==> src/rtl/branch_predictor.sv <==
// Direct-mapped BTB with 2-bit saturating direction counters for the Fetch stage.
// Predicts the next PC combinationally and learns from Execute-stage resolutions.
module branch_predictor #(
    parameter int ENTRIES = 16
) (
    input  logic        clk,
    input  logic        rst,
    input  logic [31:0] fetch_pc,
    output logic        prediction_valid,
    output logic [31:0] predicted_pc,
    input  logic        branch_resolve,
    input  logic [31:0] resolve_pc,
    input  logic        resolve_is_branch,
    input  logic        branch_taken,
    input  logic [31:0] branch_addr,
    input  logic        flush_fetch,
    output logic [31:0] resolve_count,
    output logic [31:0] mispredict_count
);

    localparam int IDX_W = $clog2(ENTRIES);
    localparam int TAG_W = 30 - IDX_W;

    localparam logic [1:0] CTR_RESET = 2'b01;
    localparam logic [1:0] CTR_WEAK  = 2'b10;
    localparam logic [1:0] CTR_MAX   = 2'b11;

    logic             valid_q  [ENTRIES];
    logic [TAG_W-1:0] tag_q    [ENTRIES];
    logic [31:0]      target_q [ENTRIES];
    logic [1:0]       ctr_q    [ENTRIES];

    logic [IDX_W-1:0] fetch_idx;
    logic [TAG_W-1:0] fetch_tag;
    logic             fetch_hit;

    logic [IDX_W-1:0] res_idx;
    logic [TAG_W-1:0] res_tag;
    logic             res_hit;
    logic [1:0]       res_ctr;

    // Byte-offset bits carry no information for word-aligned instructions.
    logic unused_offset_bits;
    assign unused_offset_bits = ^{fetch_pc[1:0], resolve_pc[1:0]};

    function automatic logic [1:0] ctr_inc(input logic [1:0] c);
        return (c == CTR_MAX) ? c : c + 2'd1;
    endfunction

    function automatic logic [1:0] ctr_dec(input logic [1:0] c);
        return (c == 2'b00) ? c : c - 2'd1;
    endfunction

    // Lookup reads stored state only, so a same-cycle update is not visible yet.
    always_comb begin
        fetch_idx        = fetch_pc[IDX_W+1:2];
        fetch_tag        = fetch_pc[31:IDX_W+2];
        fetch_hit        = valid_q[fetch_idx] && (tag_q[fetch_idx] == fetch_tag);
        prediction_valid = fetch_hit && ctr_q[fetch_idx][1];
        predicted_pc     = prediction_valid ? target_q[fetch_idx] : fetch_pc + 32'd4;
    end

    always_comb begin
        res_idx = resolve_pc[IDX_W+1:2];
        res_tag = resolve_pc[31:IDX_W+2];
        res_hit = valid_q[res_idx] && (tag_q[res_idx] == res_tag);
        res_ctr = ctr_q[res_idx];
    end

    always_ff @(posedge clk or posedge rst) begin
        if (rst) begin
            for (int unsigned i = 0; i < ENTRIES; i++) begin
                valid_q[i]  <= 1'b0;
                tag_q[i]    <= '0;
                target_q[i] <= '0;
                ctr_q[i]    <= CTR_RESET;
            end
        end else if (branch_resolve) begin
            if (!resolve_is_branch) begin
                valid_q[res_idx]  <= 1'b1;
                tag_q[res_idx]    <= res_tag;
                target_q[res_idx] <= branch_addr;
                ctr_q[res_idx]    <= CTR_MAX;
            end else if (res_hit) begin
                if (branch_taken) begin
                    ctr_q[res_idx]    <= ctr_inc(res_ctr);
                    target_q[res_idx] <= branch_addr;
                end else begin
                    ctr_q[res_idx] <= ctr_dec(res_ctr);
                end
            end else if (branch_taken) begin
                valid_q[res_idx]  <= 1'b1;
                tag_q[res_idx]    <= res_tag;
                target_q[res_idx] <= branch_addr;
                ctr_q[res_idx]    <= CTR_WEAK;
            end
        end
    end

    always_ff @(posedge clk or posedge rst) begin
        if (rst) begin
            resolve_count    <= '0;
            mispredict_count <= '0;
        end else if (branch_resolve) begin
            resolve_count <= resolve_count + 32'd1;
            if (flush_fetch) begin
                mispredict_count <= mispredict_count + 32'd1;
            end
        end
    end

endmodule
==> config.mk <==
export PLATFORM = sky130hd
export DESIGN_NAME = branch_predictor
export DESIGN_NICKNAME = d
export VERILOG_FILES = /design/src/rtl/branch_predictor.sv
export SDC_FILE = /design/constraint.sdc
export NUM_CORES = 2
export LEC_CHECK = 0
export ABC_AREA = 1
export BUFFER_PORTS_ARGS = -buffer_cell sky130_fd_sc_hd__buf_4
export CAP_MARGIN = 20
export CORE_MARGIN = 10
export CORE_UTILIZATION = 45
export DETAILED_ROUTE_END_ITERATION = 6
export PLACE_DENSITY = 0.66
export SETUP_SLACK_MARGIN = 0.1
export SYNTH_ARGS = -nofsm -noshare
export SYNTH_HDL_FRONTEND = slang
export SYNTH_SLANG_ARGS = --single-unit
==> constraint.sdc <==
create_clock -name clk -period 51.4 [get_ports clk]
set_input_delay 10.28 -clock clk [delete_from_list [all_inputs] [get_ports clk]]
set_output_delay 10.28 -clock clk [all_outputs]
set_load 0.02 [all_outputs]
==> flow_summary.json <==
{
  "htreeDepth": 3,
  "finalMaxSlewViolations": 0,
  "crit_required_ns": 41.12,
  "path_delay_family": "buffers and inverters",
  "crit_path_top_delay_cell": "nor2_4",
  "dp_worst_setup_slack_ns": 24.56,
  "syn_inst": 7392,
  "fin_nets": 7352,
  "syn_to_final_growth_pct": 11.01,
  "layout_common_cells": "nand2_1, o21ai_0, dfrtp_1",
  "grt_pass1_wl_um": 284000,
  "cp.arrival_ns": 16.86,
  "hold-path-endpoint": "valid_q[15]",
  "grt_max_degree": 209,
  "rows": 127,
  "grt_pass1_vias": 47070,
  "cts_buffers": 112,
  "cts_resized": 0,
  "drtAntennaViolNets": 0,
  "core_sq_um": 119800,
  "antenna_found_initial": 8,
  "status": "completed",
  "hold_violations": 0,
  "clock-root-buffer": "clkbuf_16",
  "fmax_mhz": 36.85,
  "first_iter_violations": 6421,
  "synth_fp_nets": 7497,
  "clk_latency_ns": 0.73,
  "cts.sinks": 1040,
  "hpwl_um": 108300,
  "gr-total-overflow": 0,
  "io_pins": 199,
  "synth_cell_types": 42,
  "worstMarginPinSlew_ns": 1.193,
  "slowest_delay_ns": 1.00,
  "critPathMostFrequentCell": "buf_4",
  "ir_worst_vdd_uv": 32.68,
  "drc": 0,
  "first_pass_iters": 6,
  "yosysTopAreaCellShare": 0.4727,
  "finalSetupViolCount": 0,
  "path_cells": "buf_8 > buf_4 > buf_4 > buf_4 > nor2_1 > nor2_1 > o21ai_0 > o211ai_1 > nand3_1 > nand3_1 > o21ai_0 > nor3_1 > nand3_1 > nor2_4 > o21ai_0 > buf_4",
  "fin_setup_tns_ns": 0,
  "start_kind": "input pin",
  "die-area_sq_um": 134800,
  "worstSetupPathType": "in2out",
  "cellPowerDensity_nw_per_um2": 40.27,
  "seq_area_frac_synth": 0.4804,
  "skew_ns": 0.07189,
  "hold_path.class": "reg2reg",
  "synth.yosys.warnings": 0,
  "layout_setup_ws_ns": 24.26,
  "gp_congestion": 0.9332,
  "r2r-start": "tag_q[235]",
  "crit_buf_inv": 5,
  "hp-start": "valid_q[15]",
  "postCtsHoldBufs": 0,
  "finalWirelength_um": 185600,
  "port_buffers": 196,
  "yosys_register_bits": 1040,
  "r2r_cells": 18,
  "syn_area_sq_um": 54210,
  "rsz0062_at_grt": "false",
  "maxSlewHeadroom": 0.2050,
  "path_clk_slew_ns": 0.06,
  "max_cap_violations": 0,
  "crit_fanout": 103,
  "synth_top_area_cell": "dfrtp_1",
  "vias_per_cell": 5.669,
  "fillers": 11800,
  "end_kind": "primary output",
  "whs_path_depth": 2,
  "die_h_um": 367.1,
  "die_x_um": 367.1,
  "start_util": 0.4525,
  "grt_usage": 0.2668,
  "synth.area.top_cells": "dfrtp_1, nand2_1, o21ai_0",
  "drive_gt1_frac": 0.07232,
  "final_common_cell": "nand2_1",
  "seq_area_sq_um": 26050,
  "min_period_ns": 27.14,
  "avgSynthCellArea_sq_um": 7.334,
  "p_leak_nw": 28.69,
  "vias": 50780,
  "wl_per_cell_um": 20.72,
  "cts_tree": "done",
  "cts_setup_buffers": 0,
  "worstReg2RegEnd": "tag_q[5]",
  "finalCritPeriodShare": 0.5280,
  "r2r_setup_slack_ns": 47.32,
  "multiInputGateArea_sq_um": 24280,
  "clk_path_buf_depth": 3
}
==> cells in the mapped netlist, drive strengths merged <==
cell and number:
a21o 3, a21oi 282, a221oi 3, a22oi 8, a311oi 1, a31oi 1, a32o 4, and2 1
and3 1, buf 180, clkbuf 356, clkinv 4, dfrtp 1024, dfstp 16, ha 3, inv 446
nand2 2257, nand3 235, nand3b 2, nand4 46, nor2 733, nor3 40, nor3b 1, nor4 14
o211a 2, o211ai 65, o21ai 1469, o221ai 54, o22ai 48, o311ai 4, or4 1, xnor2 16
xor2 72
==> how the worst max path moves through the flow <==
| stage | to | cells past startpoint | startpoint |
|---|---|---|---|
| floorplan | ctr_q[11] | 1 | rst |
| global placement | predicted_pc[13] | 16 | fetch_pc[2] |
| detailed placement | predicted_pc[7] | 16 | fetch_pc[2] |
| CTS | predicted_pc[7] | 16 | fetch_pc[2] |
| global route | predicted_pc[16] | 16 | fetch_pc[2] |
| finish | predicted_pc[15] | 16 | fetch_pc[2] |
==> metrics by stage <==
stage | util | instance area [sq um] | hold WS, ns | total power [mW] | cells
floorplan | - | 54210 | 0.4304 | 1.421 | 7392
global placement | 0.4688 | 56170 | 0.4468 | 1.542 | 8743
detailed placement | 0.4689 | 56180 | 0.4553 | 1.559 | 8744
CTS | 0.5020 | 60150 | 0.4694 | 2.428 | 8953
global route | 0.5023 | 60180 | 0.4968 | 2.559 | 8956
finish | 0.5023 | 60180 | 0.4677 | 2.423 | 8957
==> layer usage <==
layer / GRT usage / vias to the layer above / part of all wire
li1: - / 23760 / -
met1: 0.3601 / 24190 / 0.42
met2: 0.3977 / 2433 / 0.42
met3: 0.09251 / 384 / 0.12
met4: 0.08771 / 8 / 0.032
met5: 0.005338 / - / 0.00076
==> registers in the layout, summed over array words and instances (netlist names) <==
signal / flops
ctr_q: 32
mispredict_count: 32
tag_q: 416
resolve_count: 32
target_q: 512
valid_q: 16
==> kinds of logic after synthesis <==
kind of cell / after synthesis / share of synthesized area
AND/OR/NAND/NOR: 3331 / 0.2420
AO/OA/AOI/OAI: 1944 / 0.1890
flip-flops: 1040 / 0.4804
buffers and inverters: 986 / 0.07374
XOR/XNOR: 88 / 0.01422
adder cells (fa/ha/maj): 3 / 0.0006925
==> layout make-up <==
cell class,count,share of cell area
diodes,3,0.0001247
clock buffers,168,0.05541
clock inverters,41,0.01048
inverters,450,0.02840
multi-input cells,5366,0.4034
flip-flops and latches,1040,0.4328
well taps,1612,0.03351
repair buffers,277,0.03588
==> power breakdown <==
group / switching [mW] / internal, mW
logic: 0.291 / 0.165
registers: 0.105 / 0.994
clock network: 0.353 / 0.514
==> worst register-to-register path, cell delays in order, from the launching register on <==
cell and delay, ns:
dfrtp_1 0.39, nand2_1 0.08, nand2_1 0.06, nand2_1 0.07, nand2_1 0.06, nand2_1 0.05, nand2_1 0.08, nor2_1 0.34
nor2_1 0.11, nor2_1 0.14, nand2_1 0.06, nor2_1 0.09, nand2_1 0.10, nor2_4 0.63, nand3_2 0.16, buf_4 0.31
nand2_2 0.40, buf_4 0.53, o21ai_0 0.22
Power figures use the tool's default switching activity.
